File: config.mk
export PLATFORM = sky130hd
export DESIGN_NAME = neuron_backprop
export DESIGN_NICKNAME = d
export VERILOG_FILES = /design/src/rtl/neuron_pkg.sv /design/src/rtl/fxp_mul_sat.sv /design/src/rtl/neuron_backprop.sv
export SDC_FILE = /design/constraint.sdc
export NUM_CORES = 1
export LEC_CHECK = 0
export ABC_AREA = 0
export BUFFER_PORTS_ARGS = -buffer_cell sky130_fd_sc_hd__buf_2
export CORE_AREA = 2 2 178 215
export CTS_BUF_LIST = sky130_fd_sc_hd__clkbuf_4 sky130_fd_sc_hd__clkbuf_8
export DETAILED_ROUTE_END_ITERATION = 7
export DIE_AREA = 0 0 180 217
export GPL_ROUTABILITY_DRIVEN = 0
export SLEW_MARGIN = 20
export SYNTH_ARGS = -nofsm -noshare
export SYNTH_HDL_FRONTEND = slang
export SYNTH_SLANG_ARGS = --single-unit
File: constraint.sdc
create_clock -name clk -period 25 [get_ports clk]
set_input_delay 5 -clock clk [delete_from_list [all_inputs] [get_ports clk]]
set_output_delay 5 -clock clk [all_outputs]
set_load 0.02 [all_outputs]
File: src/rtl/neuron_pkg.sv
// neuron_pkg: shared Q8.8 fixed-point type, saturation limits and backprop FSM states.
// Rev 1.0
`default_nettype none

package neuron_pkg;
   typedef logic signed [15:0] fxp_t;

   localparam int   FRAC_BITS = 8;
   localparam fxp_t FXP_MAX   = 16'h7FFF;
   localparam fxp_t FXP_MIN   = 16'h8000;

   typedef enum logic [1:0] {
      IDLE   = 2'd0,
      CALC   = 2'd1,
      UPDATE = 2'd2,
      DONE   = 2'd3
   } bp_state_t;
endpackage

`default_nettype wire

File: src/rtl/fxp_mul_sat.sv
// fxp_mul_sat: combinational Q8.8 signed multiply, arithmetic shift (floor), saturate.
// Rev 1.0
`default_nettype none

module fxp_mul_sat
   import neuron_pkg::*;
(
   input  fxp_t i_a,
   input  fxp_t i_b,
   output fxp_t o_p
);
   localparam int FW = 2 * $bits(fxp_t);
   localparam int PW = FW - FRAC_BITS;

   logic signed [FW-1:0] w_full;
   logic signed [PW-1:0] w_shift;

   assign w_full  = i_a * i_b;
   assign w_shift = PW'(w_full >>> FRAC_BITS);

   always_comb begin
      o_p = w_shift[$bits(fxp_t)-1:0];
      if (w_shift > PW'(FXP_MAX))
         o_p = FXP_MAX;
      else if (w_shift < PW'(FXP_MIN))
         o_p = FXP_MIN;
   end
endmodule

`default_nettype wire

File: src/rtl/neuron_backprop.sv
// neuron_backprop: time-shared backward pass (dx, dw, db) for an N-input linear neuron.
// Optional SGD weight/bias update enabled by NEURON_BP_UPDATE_EN. Rev 1.0
`default_nettype none

module neuron_backprop
   import neuron_pkg::*;
#(
   parameter int N = 2,
   parameter int B = 16
) (
   input  logic                clk,
   input  logic                rst,
   input  logic                in_valid,
   output logic                in_ready,
   input  logic [N-1:0][B-1:0] x,
   input  logic [N-1:0][B-1:0] w,
   input  logic [B-1:0]        b,
   input  logic [B-1:0]        dy,
   input  logic [B-1:0]        lr,
   output logic                out_valid,
   input  logic                out_ready,
   output logic [N-1:0][B-1:0] dx,
   output logic [N-1:0][B-1:0] dw,
   output logic [B-1:0]        db,
   output logic [N-1:0][B-1:0] w_new,
   output logic [B-1:0]        b_new
);
   localparam int IW = $clog2(N + 1);

   bp_state_t r_state, w_next;

   logic [N-1:0][B-1:0] r_x, r_w, r_dx, r_dw, r_w_new;
   logic [B-1:0]        r_dy, r_db, r_b_new;
   logic [IW-1:0]       r_idx;
   logic                r_phase;
   logic [B-1:0]        w_sel_x, w_sel_w;
   fxp_t                w_mul_a, w_mul_b, w_prod;
   logic                w_calc_last;

`ifdef NEURON_BP_UPDATE_EN
   logic [B-1:0] r_b, r_lr, w_sel_dw, w_lhs;
   logic [B:0]   w_diff;
   fxp_t         w_sub;
`else
   logic w_unused_lr;
   assign w_unused_lr = ^lr;
`endif

   assign w_calc_last = r_phase && (r_idx == IW'(N - 1));

   always_comb begin
      w_sel_x = '0;
      w_sel_w = '0;
`ifdef NEURON_BP_UPDATE_EN
      w_sel_dw = '0;
`endif
      for (int i = 0; i < N; i++) begin
         if (r_idx == IW'(i)) begin
            w_sel_x = r_x[i];
            w_sel_w = r_w[i];
`ifdef NEURON_BP_UPDATE_EN
            w_sel_dw = r_dw[i];
`endif
         end
      end
      // Even CALC step forms dx (dy*w), odd step forms dw (dy*x).
      w_mul_a = r_dy;
      w_mul_b = r_phase ? w_sel_x : w_sel_w;
`ifdef NEURON_BP_UPDATE_EN
      if (r_state == UPDATE) begin
         w_mul_a = r_lr;
         w_mul_b = (r_idx == IW'(N)) ? r_dy : w_sel_dw;
      end
`endif
   end

   fxp_mul_sat u_mul (
      .i_a (w_mul_a),
      .i_b (w_mul_b),
      .o_p (w_prod)
   );

`ifdef NEURON_BP_UPDATE_EN
   assign w_lhs  = (r_idx == IW'(N)) ? r_b : w_sel_w;
   assign w_diff = {w_lhs[B-1], w_lhs} - {w_prod[B-1], w_prod};
   assign w_sub  = (w_diff[B] != w_diff[B-1]) ? (w_diff[B] ? FXP_MIN : FXP_MAX)
                                              : w_diff[B-1:0];
`endif

   always_ff @(posedge clk) begin
      if (rst) r_state <= IDLE;
      else     r_state <= w_next;
   end

   always_comb begin
      w_next    = r_state;
      in_ready  = 1'b0;
      out_valid = 1'b0;
      case (r_state)
         IDLE: begin
            in_ready = 1'b1;
            if (in_valid) w_next = CALC;
         end
         CALC: begin
`ifdef NEURON_BP_UPDATE_EN
            if (w_calc_last) w_next = UPDATE;
`else
            if (w_calc_last) w_next = DONE;
`endif
         end
`ifdef NEURON_BP_UPDATE_EN
         UPDATE: begin
            if (r_idx == IW'(N)) w_next = DONE;
         end
`endif
         DONE: begin
            out_valid = 1'b1;
            if (out_ready) w_next = IDLE;
         end
         default: w_next = IDLE;
      endcase
   end

   always_ff @(posedge clk) begin
      if (rst) begin
         r_x     <= '0;
         r_w     <= '0;
         r_dy    <= '0;
         r_dx    <= '0;
         r_dw    <= '0;
         r_db    <= '0;
         r_w_new <= '0;
         r_b_new <= '0;
         r_idx   <= '0;
         r_phase <= 1'b0;
`ifdef NEURON_BP_UPDATE_EN
         r_b     <= '0;
         r_lr    <= '0;
`endif
      end else begin
         case (r_state)
            IDLE: begin
               if (in_valid) begin
                  r_x     <= x;
                  r_w     <= w;
                  r_dy    <= dy;
                  r_db    <= dy;
                  r_idx   <= '0;
                  r_phase <= 1'b0;
`ifdef NEURON_BP_UPDATE_EN
                  r_b     <= b;
                  r_lr    <= lr;
`else
                  r_w_new <= w;
                  r_b_new <= b;
`endif
               end
            end
            CALC: begin
               for (int i = 0; i < N; i++) begin
                  if (r_idx == IW'(i)) begin
                     if (r_phase) r_dw[i] <= w_prod;
                     else         r_dx[i] <= w_prod;
                  end
               end
               r_phase <= ~r_phase;
               if (w_calc_last)  r_idx <= '0;
               else if (r_phase) r_idx <= r_idx + 1'b1;
            end
`ifdef NEURON_BP_UPDATE_EN
            UPDATE: begin
               for (int i = 0; i < N; i++) begin
                  if (r_idx == IW'(i)) r_w_new[i] <= w_sub;
               end
               if (r_idx == IW'(N)) r_b_new <= w_sub;
               r_idx <= r_idx + 1'b1;
            end
`endif
            default: ;
         endcase
      end
   end

   assign dx    = r_dx;
   assign dw    = r_dw;
   assign db    = r_db;
   assign w_new = r_w_new;
   assign b_new = r_b_new;
endmodule

`default_nettype wire

# Yosys cells after proc, flatten, opt, wreduce, memory -nomap -nowiden
# Index checks and enable logic that the tools add are counted.
# W data, S select, Z words.
dict set report word_totals {
  input_bits 116
  out_inout_bits 130
  word_cells 56
  reg_bits 165
}
dict set report op_classes {
  magnitude_cmp 2
  mux 19
  n_addsub 1
  bitwise 1
  eq_ne 7
  mul 1
  reduce_logical 12
}
# cell count
set ops {}
lappend ops {{$mux W16} 7}
lappend ops {{$mul A16 B16 Y32} 1}
lappend ops {{$gt A24 B16 Y1 const B} 1}
lappend ops {{$lt A24 B16 Y1 const B} 1}
lappend ops {{$reduce_and A3 Y1} 6}
lappend ops {{$mux W2} 6}
lappend ops {{$ne A2 B2 Y1 const B} 3}
lappend ops {{$pmux W2 S3} 1}
lappend ops {{$eq A2 B1 Y1 const B} 2}
lappend ops {{$logic_not A2 Y1} 2}
lappend ops {{$pmux W2 S2} 1}
lappend ops {{$reduce_and A2 Y1} 2}
lappend ops {{$mux W1} 3}
lappend ops {{$ne A3 B3 Y1 const B} 1}
lappend ops {{$add A2 B1 Y2 const B} 1}
lappend ops {{$eq A2 B2 Y1 const B} 1}
lappend ops {{$pmux W1 S2} 1}
lappend ops {{$reduce_bool A2 Y1} 1}
lappend ops {{$logic_and A1 B1 Y1} 1}
lappend ops {{$not A1 Y1} 1}

# Longest topological paths before layout
# Gate-level depths: netlist of run 1.
dict set report logic_depth {
  word_depth 8
  mapped_depth 31
}

# Modules after synthesis
# Synthesis of run 1 repeated with hierarchy kept, for this count alone.
dict set report hier_totals {
  hier_cells 1857
  hier_area_um2 16813.6
}
# module cells_per_inst seq_area_each_um2 instances area_each_um2
set by_module_without_submodules {}
lappend by_module_without_submodules {fxp_mul_sat 1145 0.0 1 10213.5}
lappend by_module_without_submodules {neuron_backprop 712 3303.2 1 6600.1}

# Worst setup path after synthesis of run 1
# No wires, ideal clock.
dict set report synth_timing {
  kind {reg2reg}
  startpoint {register r_phase}
  endpoint {register r_dx, in the netlist dx[21]}
  setup_slack_ns 16.829
  stages_incl_launch_ff 29
  setup_ns 0.060
  arrival_time_ns 8.112
  period_less_slack_ns 8.171
  n_path_buf 4
  path_cell_list {dfxtp_1 > buf_6 > clkbuf_1 > mux4_2 > nor2b_1 > clkbuf_1 > and2_1 > fa_1 > inv_1 > fa_1 > fa_1 > inv_1 > fa_1 > fa_1 > inv_1 > fa_1 > inv_1 > ha_1 > a21o_1 > a31o_1 > o2111a_1 > o22ai_1 > nor3_1 > nor3_1 > nor4_1 > and4_1 > a211oi_1 > clkbuf_1 > a221o_1}
}
dict set report synth_via {
  elab_chain_cells 5
}
# element line
set synth_rtl {}
lappend synth_rtl {{start: declaration} neuron_backprop.sv:35} ;# logic r_phase;
lappend synth_rtl {{start signal: assignment} neuron_backprop.sv:166} ;# r_phase <= ~r_phase;
lappend synth_rtl {{$mux W16} neuron_backprop.sv:68} ;# w_mul_b = r_phase ? w_sel_x : w_sel_w;
lappend synth_rtl {{$mul A16 B16 Y32} fxp_mul_sat.sv:18} ;# assign w_full = i_a * i_b;
lappend synth_rtl {{$lt A24 B16 Y1} fxp_mul_sat.sv:25} ;# else if (w_shift < PW'(FXP_MIN))
lappend synth_rtl {{$mux W16} fxp_mul_sat.sv:25}
lappend synth_rtl {{$mux W16} fxp_mul_sat.sv:23} ;# if (w_shift > PW'(FXP_MAX))
lappend synth_rtl {{end signal: indexed assignment} neuron_backprop.sv:163} ;# else r_dx[i] <= w_prod;
lappend synth_rtl {{end: declaration} neuron_backprop.sv:32} ;# logic [N-1:0][B-1:0] r_x, r_w, r_dx, r_dw, r_w_new;
# Parallel ways exist; a longest one is shown, timed or not.
# A chain may end at the register's enable or synchronous reset.

# Worst setup path after layout of run 1
dict set report layout_timing {
  startpoint {register r_phase}
  endpoint {register r_dx, in the netlist dx[20]}
}
# The elaborated chain is that of the path after synthesis.

==> out/qor.csv, run 1 <==
metric;value;unit
CTS root buf;clkbuf_8;
Routed WL;44100;µm
initial antenna violation count;3;
skew final;0.0308;ns
post-CTS sizing;0;
CTS Buffer Depth;2;
Mapped Nets;2287;
Layout Cells excl Fill;2498;
Total GRT Usage;23.6;%
PnR worst setup slack;16.04;ns
# port buffers;229;
vias in the first global route;14000;
fin. max-slew vios;0;
most frequent cells in the layout;nand2_1 (360), inv_1 (314), fa_1 (261);
placed cells;2463;
slew margin rel.;25.3;%
Design Area, Final;0.0184;mm²
Die Area;0.0391;mm²
TritonCTS clock tree;done;
clock buffer count from CTS;17;
Worst VDD drop;0.0486;mV
Reg2Reg Depth;26;
Final min period;8.96;ns
worst hold start;r_x[31];
remaining antenna violation count;0;
Final Cycle Share;35.8;%
Worst setup EP type;flop;
Setup TNS;0;ns
Die Height;217;µm
Final #Nets;2458;
Worst EP required;25.43;ns
Hold WC Path Type;flop to flop;
Filler cells;3579;
Synth async-reset ratio;0;%
Peak Freq;0.112;GHz
core area;0.0372;mm²
critical path class;flop to flop;
Worst R2R Setup Slack;16.04;ns
Initial DRT Pass Iterations;5;
Area after DPL;0.0180;mm²
top-level I/O count;246;
post-synthesis register bit count;165;
most frequent CP cell;fa_1;
Largest stage delay, worst path;0.63;ns
Layout area overhead;11.6;%
kind of cell adding the most delay to the critical path;adder cells;
CP Buf/Inv Count;6;
Post-Route Utilization;49.5;%
syn avg cell area;9.01;µm²
mapped cell area;0.0165;mm²
total gr overflow;0;
P_leak;9.07;nW
hold-critical path depth;2;
number of synthesized flops with an enable pin;0;
DP HPWL;34500;µm
largest net degree at the start of global routing;107;
Clk pin slew, worst setup/hold paths;0.09;ns
outcome;complete, no violations;
Mapped Cells;1831;
worst-skew pair later-pin latency;0.51;ns
Post-CTS Setup Inserts;0;
share of post-route cells with drive strength above 1;16.6;%
slowest cell on the critical path;o32ai_4;
worst hold endpoint;r_x[31];
Startpoint Class;flop;
Max Cap Violations;0;
# DRC;0;
Overall Power;0.795;mW
hold_ws;0.458;ns
Initial Util;44.3;%
Yosys cell types;70;
crit path DAT;9.38;ns
Hold Vio Cnt, Final;0;
first-pass GRT wire length;73500;µm
Critical R2R Capture;dx[20];
PwrDens;43.2;mW/mm²
drt wl/cell;17.7;µm
Placement Setup Slack;16.09;ns
RR Startpoint;r_phase;
Synth Warn #;0;
H-tree levels;4;
unrepaired setup endpoints after global routing;no;
Slew @ Worst Pin;1.12;ns
Seq/Total Area, Yosys;20.0;%
DRT iter0 DRCs;750;
most used flip-flop cell after synthesis;dfxtp_1;
die width;180;µm
# clock sinks;165;
hold_buf cts;0;
most common cell after layout, fill and taps aside;nand2_1;
vias per cell;5.20;
via count;13000;
Worst Path Max Fanout;18;
final setup violation count;0;
site row count;78;
-- state kept, by name (all words and copies together), names as in the netlist --
| signal | cells |
|---|---|
| dw | 32 |
| dx | 32 |
| r_state | 2 |
| b_new | 16 |
| w_new | 32 |
| r_x | 32 |
| r_phase | 1 |
| r_idx | 2 |
| db | 16 |
-- power by group --
| part | switching (mW) | total (mW) | internal (mW) |
|---|---|---|---|
| registers | 0.0203 | 0.303 | 0.283 |
| logic | 0.186 | 0.289 | 0.104 |
| clock network | 0.120 | 0.203 | 0.0834 |
-- worst max-delay path by stage --
stage	from	endpoint	cells past startpoint
2_1_floorplan	r_phase	dx[21]	28
3_3_place_gp	r_phase	dx[20]	26
3_5_place_dp	r_phase	dx[20]	28
4_1_cts	r_phase	dx[20]	26
5_1_grt	r_phase	dw[16]	26
6_report	r_phase	dx[20]	26
-- cells in the mapped netlist, drive strengths merged, types with 2 or more instances --
cell,instances,area (µm²)
nand2,361,1360
inv,315,1180
fa,261,5230
dfxtp,165,3300
a21oi,131,663
and2,124,776
clkbuf,79,297
ha,79,988
a221o,46,460
nor2,31,116
xnor2,22,193
o21ai,20,100
o211ai,17,178
buf,16,104
nor2b,16,100
mux4,14,315
xor2,12,124
nand3,11,55.1
nor3,10,50.1
a21o,9,67.6
a31oi,8,50.1
nand2b,6,37.5
o21a,6,45.0
or2,6,40.0
a21boi,5,41.3
mux2i,5,50.1
nand4,5,31.3
o31ai,5,78.8
or3,5,31.3
nor4,4,40.0
and3,3,18.8
and4,3,26.3
nand3b,3,22.5
a211oi,2,15.0
a41o,2,20.0
and3b,2,17.5
mux2,2,26.3
nor3b,2,15.0
o22ai,2,18.8
o311ai,2,32.5
-- worst min-delay path, stage by stage, from the launching register on --
cell,delay (ns)
dfxtp_1,0.32
nand2_1,0.05
a21oi_1,0.05
-- metal layers --
metal / GRT usage [%] / vias to the layer above / wire (µm)
met4: 7.13 / 2 / 1010
li1: - / 6090 / -
met3: 4.02 / 65 / 2250
met2: 41.0 / 317 / 22000
met5: 0 / - / 16
met1: 30.1 / 6508 / 18800
-- kinds of logic after synthesis --
group                    after synthesis  synth area share, %
AO/OA/AOI/OAI                        267                 11.7
XOR/XNOR                              34                 1.92
adder cells (fa/ha/maj)              340                 37.7
buffers and inverters                410                 9.60
flip-flops                           165                 20.0
multiplexers                          21                 2.37
AND/OR/NAND/NOR                      594                 16.7
-- cell type report --
class | count | area [µm²] | area share [%]
diodes | 3 | 7.51 | 0.0408
clock buffers | 17 | 234 | 1.27
clock inverters | 15 | 169 | 0.917
inverters | 315 | 1180 | 6.42
multi-input cells | 1256 | 11600 | 63.2
flip-flops and latches | 165 | 3300 | 17.9
well taps | 480 | 601 | 3.26
repair buffers | 247 | 1290 | 6.99
Note: power is estimated with default switching activity, not from simulation.
==> run 2, diff against run 1 <==
ABC_AREA = 1   (was 0)
CORE_AREA = 2 2 179 217   (was 2 2 178 215)
DIE_AREA = 0 0 181 219   (was 0 0 180 217)
PLACE_DENSITY = 0.67   (was unset)
clock period = 7.7 ns   (was 25 ns; I/O delays follow)
==> out/qor.csv, run 2 <==
metric;value;unit;change
Max Cap Violations;0;;unchanged
Hold WC Path Type;flop to flop;;unchanged
via count;14800;;was 13000
Total GRT Usage;25.8;%;was 23.6%
most common cell after layout, fill and taps aside;nor2_1;;was nand2_1
Filler cells;3632;;was 3579
number of synthesized flops with an enable pin;0;;unchanged
Hold Vio Cnt, Final;0;;unchanged
Worst EP required;8.14;ns;was 25.43 ns
fin. max-slew vios;0;;unchanged
H-tree levels;4;;unchanged
drt wl/cell;17.1;µm;was 17.7 µm
count leader, synth;nor2_1;;was nand2_1
TritonCTS clock tree;done;;unchanged
outcome;complete, no violations;;unchanged
remaining antenna violation count;0;;unchanged
Synth area leader;fa_1;;unchanged
Layout area overhead;15.6;%;was 11.6%
syn avg cell area;7.68;µm²;was 9.01 µm²
vias in the first global route;15100;;was 14000
Psw;3.84;mW;was 0.326 mW
Die Height;219;µm;was 217 µm
vias per cell;5.12;;was 5.20
CTS Buffer Depth;2;;unchanged
worst-skew pair later-pin latency;0.54;ns;was 0.51 ns
Setup TNS;0;ns;unchanged
Final min period;7.45;ns;was 8.96 ns
hold_buf cts;0;;unchanged
Initial DRT Pass Iterations;6;;was 5
site row count;78;;unchanged
PwrDens;351;mW/mm²;was 43.2 mW/mm²
DRT iter0 DRCs;893;;was 750
final setup violation count;0;;unchanged
skew final;0.0311;ns;was 0.0308 ns
Synth Warn #;0;;unchanged
mapped cell area;0.0167;mm²;was 0.0165 mm²
first-pass GRT wire length;79500;µm;was 73500 µm
Seq/Total Area, Yosys;19.8;%;was 20.0%
top-level I/O count;246;;unchanged
Synth async-reset ratio;0;%;unchanged
Final Cycle Share;96.8;%;was 35.8%
Slew @ Worst Pin;0.992;ns;was 1.12 ns
post-synthesis register bit count;165;;unchanged
combinational power share;75.0;%;was 36.4%
clock power share;10.6;%;was 25.5%
Sw Ratio;56.5;%;was 41.0%
die width;181;µm;was 180 µm
Startpoint Class;flop;;unchanged
internal power;2.95;mW;was 0.469 mW
Initial Util;44.6;%;was 44.3%
CTS root buf;clkbuf_8;;unchanged
slew margin rel.;33.9;%;was 25.3%
Routed WL;49600;µm;was 44100 µm
Overall Power;6.78;mW;was 0.795 mW
Die Area;0.0396;mm²;was 0.0391 mm²
P_leak;10.1;nW;was 9.07 nW
largest net degree at the start of global routing;110;;was 107
total gr overflow;0;;unchanged
sequential share of power;14.4;%;was 38.1%
most frequent CP cell;nand2_1;;was fa_1
Mapped Nets;2634;;was 2287
post-synth top area share;31.2;%;was 31.7%
Peak Freq;0.134;GHz;was 0.112 GHz
share of post-route cells with drive strength above 1;16.7;%;was 16.6%
Final #Nets;2856;;was 2458
Worst VDD drop;0.394;mV;was 0.0486 mV
# DRC;0;;unchanged
Worst Path Max Fanout;18;;unchanged
Yosys cell types;39;;was 70
Reg area;0.00331;mm²;was 0.00330 mm²
clock buffer count from CTS;17;;unchanged
initial antenna violation count;0;;was 3
critical path class;flop to flop;;unchanged
Largest stage delay, worst path;0.56;ns;was 0.63 ns
# clock sinks;165;;unchanged
core area;0.0375;mm²;was 0.0372 mm²
DP HPWL;39600;µm;was 34500 µm
slowest cell on the critical path;fa_1;;was o32ai_4
Mapped Cells;2178;;was 1831
crit path DAT;7.89;ns;was 9.38 ns
most used flip-flop cell after synthesis;dfxtp_1;;unchanged
most frequent cells in the layout;nor2_1 (443), inv_1 (426), nand2_1 (282);;was nand2_1 (360), inv_1 (314), fa_1 (261)
Worst setup EP type;flop;;unchanged
# port buffers;229;;unchanged
Clk pin slew, worst setup/hold paths;0.11;ns;was 0.09 ns
synth cell count leaders;nor2_1 (452), inv_1 (436), nand2_1 (291);;was nand2_1 (361), inv_1 (314), fa_1 (261)
Multi-input gate area;0.0115;mm²;was 0.0116 mm²
Synth area leaders;fa_1 (31%), dfxtp_1 (20%), nor2_1 (10%), inv_1 (9.8%), nand2_1 (6.5%);;was fa_1 (32%), dfxtp_1 (20%), nand2_1 (8.2%), inv_1 (7.1%), ha_1 (6.0%)
run 2: cell count changes after synthesis, sizes merged, moves of 9 or more:
cell,before,now
xnor2,22,13
inv,315,440
o21ai,20,118
mux4,14,0
nand2,361,309
o211ai,17,5
a221o,46,24
and2,124,0
nor2,31,455
a21oi,131,59
nor2b,16,0
nand3,11,86
run 2: cells by family (layout without fill, tap and decap cells):
kind of cell | Yosys count | after routing | share of synthesized area, %
AND/OR/NAND/NOR | 869 | 870 | 21.0
buffers and inverters | 543 | 777 | 12.4
adder cells (fa/ha/maj) | 340 | 340 | 37.2
AO/OA/AOI/OAI | 234 | 234 | 8.28
flip-flops | 165 | 165 | 19.8
XOR/XNOR | 27 | 27 | 1.41
other | 0 | 1 | 0
run 2: per-layer routing:
metal	part of all wire [%]	vias up	global-route usage, %
li1	-	6975	-
met1	39	7173	31.6
met2	49	552	44.7
met3	7.9	114	5.33
met4	3.7	0	10.2
met5	0	-	0
run 2: power groups by stage:
stage               logic [mW]  registers [mW]  clock network (mW)
global route              5.58           0.984               0.761
finish                    5.09           0.975               0.719
CTS                       4.58           0.975               0.737
global placement          4.51           0.992                   0
detailed placement        4.53           0.994                   0
floorplan                 3.12            1.06                   0
run 2: worst max-delay path: cells and delay by family (launching register included):
kind | cells | cell delay (ns)
buf+inv | 11 | 1.06
simple gates | 16 | 1.71
fa+ha+maj | 7 | 3.43
compound gates | 3 | 0.78
flops | 1 | 0.39
run 2: what timing repair did:
action	4_1_cts	5_1_grt
setup endpoints to repair	0	60
setup buffers	0	5
resized for setup	0	45
run 2: per-stage QoR:
step	cells	utilization, %	setup slack (ns)	hold WS, ns	instance area [µm²]
floorplan	2178	-	0.613	0.455	16700
global placement	2852	49.7	0.107	0.454	18600
detailed placement	2852	49.7	0.108	0.466	18600
CTS	2884	50.9	0.0524	0.484	19100
global route	2893	51.6	-0.00388	0.512	19300
finish	2894	51.6	0.246	0.485	19300
run 2: layout make-up:
cell class                      instances  share of cell area, %
Antenna cell                            1                 0.0129
Clock buffer                           17                   1.21
Clock inverter                         15                   1.09
Inverter                              447                   8.76
Multi-Input combinational cell       1471                   59.5
Sequential cell                       165                   17.1
Tap cell                              480                   3.11
Timing Repair Buffer                  298                   9.20
run 2: path summary, 6_finish.rpt:
path	endpoint	slack [ns]	cells after the start	from
max	dx[5]	0.25	37	r_idx[1]
min	w_new[21]	0.48	2	w_new[21]
max reg2reg	dx[5]	0.25	37	r_idx[1]
min reg2reg	w_new[21]	0.48	2	w_new[21]
==> run 3, diff against run 2 <==
PLACE_DENSITY = 0.78   (was 0.67)
==> out/qor.csv, run 3 (same netlist as run 2, synthesis figures left out) <==
metric;value;unit;change
outcome;complete, no violations;;unchanged
most frequent CP cell;fa_1;;was nand2_1
Initial Util;44.6;%;unchanged
initial antenna violation count;0;;unchanged
clock power share;9.9;%;was 10.6%
clock buffer count from CTS;17;;unchanged
P_leak;10.2;nW;was 10.1 nW
Final min period;7.35;ns;was 7.45 ns
Setup TNS;0;ns;unchanged
first-pass GRT wire length;79500;µm;unchanged
critical path class;flop to flop;;unchanged
Overall Power;6.94;mW;was 6.78 mW
crit path DAT;7.78;ns;was 7.89 ns
Die Height;219;µm;unchanged
sequential share of power;14.1;%;was 14.4%
DRT iter0 DRCs;1193;;was 893
Die Area;0.0396;mm²;unchanged
Psw;3.84;mW;about the same
die width;181;µm;unchanged
Sw Ratio;55.4;%;was 56.5%
Worst setup EP type;flop;;unchanged
vias per cell;5.25;;was 5.12
# clock sinks;165;;unchanged
fin. max-slew vios;0;;unchanged
Layout Cells excl Fill;2924;;was 2894
Routed WL;49800;µm;was 49600 µm
Worst EP required;8.13;ns;was 8.14 ns
Layout area overhead;16.8;%;was 15.6%
Post-Route Utilization;52.1;%;was 51.6%
combinational power share;76.0;%;was 75.0%
TritonCTS clock tree;done;;unchanged
CTS root buf;clkbuf_8;;unchanged
# DRC;0;;unchanged
top-level I/O count;246;;unchanged
skew final;0.0314;ns;was 0.0311 ns
slew margin rel.;44.6;%;was 33.9%
Hold WC Path Type;flop to flop;;unchanged
drt wl/cell;17.0;µm;was 17.1 µm
internal power;3.10;mW;was 2.95 mW
vias in the first global route;15600;;was 15100
Placement Setup Slack;-0.0106;ns;was 0.108 ns
core area;0.0375;mm²;unchanged
worst-skew pair later-pin latency;0.54;ns;about the same
Initial DRT Pass Iterations;5;;was 6
Hold Vio Cnt, Final;0;;unchanged
H-tree levels;4;;unchanged
PwrDens;355;mW/mm²;was 351 mW/mm²
slowest cell on the critical path;fa_1;;unchanged
Startpoint Class;flop;;unchanged
hold_buf cts;0;;unchanged
most common cell after layout, fill and taps aside;nor2_1;;unchanged
share of post-route cells with drive strength above 1;18.0;%;was 16.7%
final setup violation count;0;;unchanged
Final Cycle Share;95.5;%;was 96.8%
placed cells;2880;;was 2852
Largest stage delay, worst path;0.53;ns;was 0.56 ns
via count;15300;;was 14800
DP HPWL;39400;µm;was 39600 µm
Peak Freq;0.136;GHz;was 0.134 GHz
PnR worst setup slack;0.345;ns;was 0.246 ns
Total GRT Usage;25.7;%;was 25.8%
Max Cap Violations;0;;unchanged
Slew @ Worst Pin;0.830;ns;was 0.992 ns
total gr overflow;0;;unchanged
Final #Nets;2886;;was 2856
site row count;78;;unchanged
remaining antenna violation count;0;;unchanged
Worst R2R Setup Slack;0.35;ns;was 0.25 ns
Worst Path Max Fanout;30;;was 18
Clk pin slew, worst setup/hold paths;0.11;ns;about the same
# port buffers;229;;unchanged
largest net degree at the start of global routing;96;;was 110
most frequent cells in the layout;nor2_1 (443), inv_1 (426), nand2_1 (279);;was nor2_1 (443), inv_1 (426), nand2_1 (282)
Worst VDD drop;0.318;mV;was 0.394 mV
CTS Buffer Depth;2;;unchanged
-- run 3: changes by cell type in the layout (fill, tap and decap cells not counted), sizes merged --
cell,previous run,this run
clkinv,10,13
buf,296,326
clkbuf,19,20
bufinv,2,1
clkinvlp,6,4
inv,444,443
-- run 3: timing repair --
item / CTS / global route
pin swaps: 0 / 9
cloned: 0 / 3
setup endpoints to repair: 29 / 60
resized for setup: 1 / 55
setup buffers: 0 / 8
-- run 3: worst paths after layout --
| kind | cells past startpoint | startpoint | endpoint |
|---|---|---|---|
| worst max register to register | 31 | r_idx[0] | dx[12] |
| worst min register to register | 2 | b_new[12] | b_new[12] |
| worst min-delay path | 2 | b_new[12] | b_new[12] |
| worst max-delay path | 31 | r_idx[0] | dx[12] |
-- run 3: per-stage QoR --
step | hold slack [ns] | area (µm²)
6_report | 0.489 | 19500
5_1_grt | 0.513 | 19500
4_1_cts | 0.482 | 19200
3_5_place_dp | 0.464 | 18800
3_3_place_gp | 0.455 | 18800
2_1_floorplan | 0.455 | 16700
-- run 3: layout make-up --
class                   instances  area [µm²]
fillers                      3520       17900
multi-input cells            1471       11500
flip-flops and latches        165        3310
repair buffers                328        1970
inverters                     447        1700
well taps                     480         601
clock buffers                  18         248
clock inverters                14         181
diodes                          1        2.50
-- run 3: power by group through the flow --
stage	registers [mW]	logic, mW	clock network, mW
6_report	0.978	5.27	0.690
5_1_grt	0.986	5.74	0.740
4_1_cts	0.977	4.82	0.708
3_5_place_dp	0.997	4.78	0
3_3_place_gp	0.994	4.71	0
2_1_floorplan	1.06	3.12	0
-- run 3: per-layer routing --
metal  GRT usage (%)  share of wire [%]  vias to the layer above
li1                -                  -                     7043
met1            30.2                 37                     7336
met2            44.0                 49                      800
met3            6.16                9.8                      170
met4            12.8                4.5                        0
met5               0                  0                        -
-- run 3: critical path: cells and delay by family (launching register included) --
kind	cells	cell delay [ns]
and+or+nand+nor	10	1.35
buffers and inverters	9	1.21
adders and majority gates	7	3.19
DFF	1	0.42
xor gates and xnor gates	1	0.17
AOI/OAI and AO/OA	4	0.86
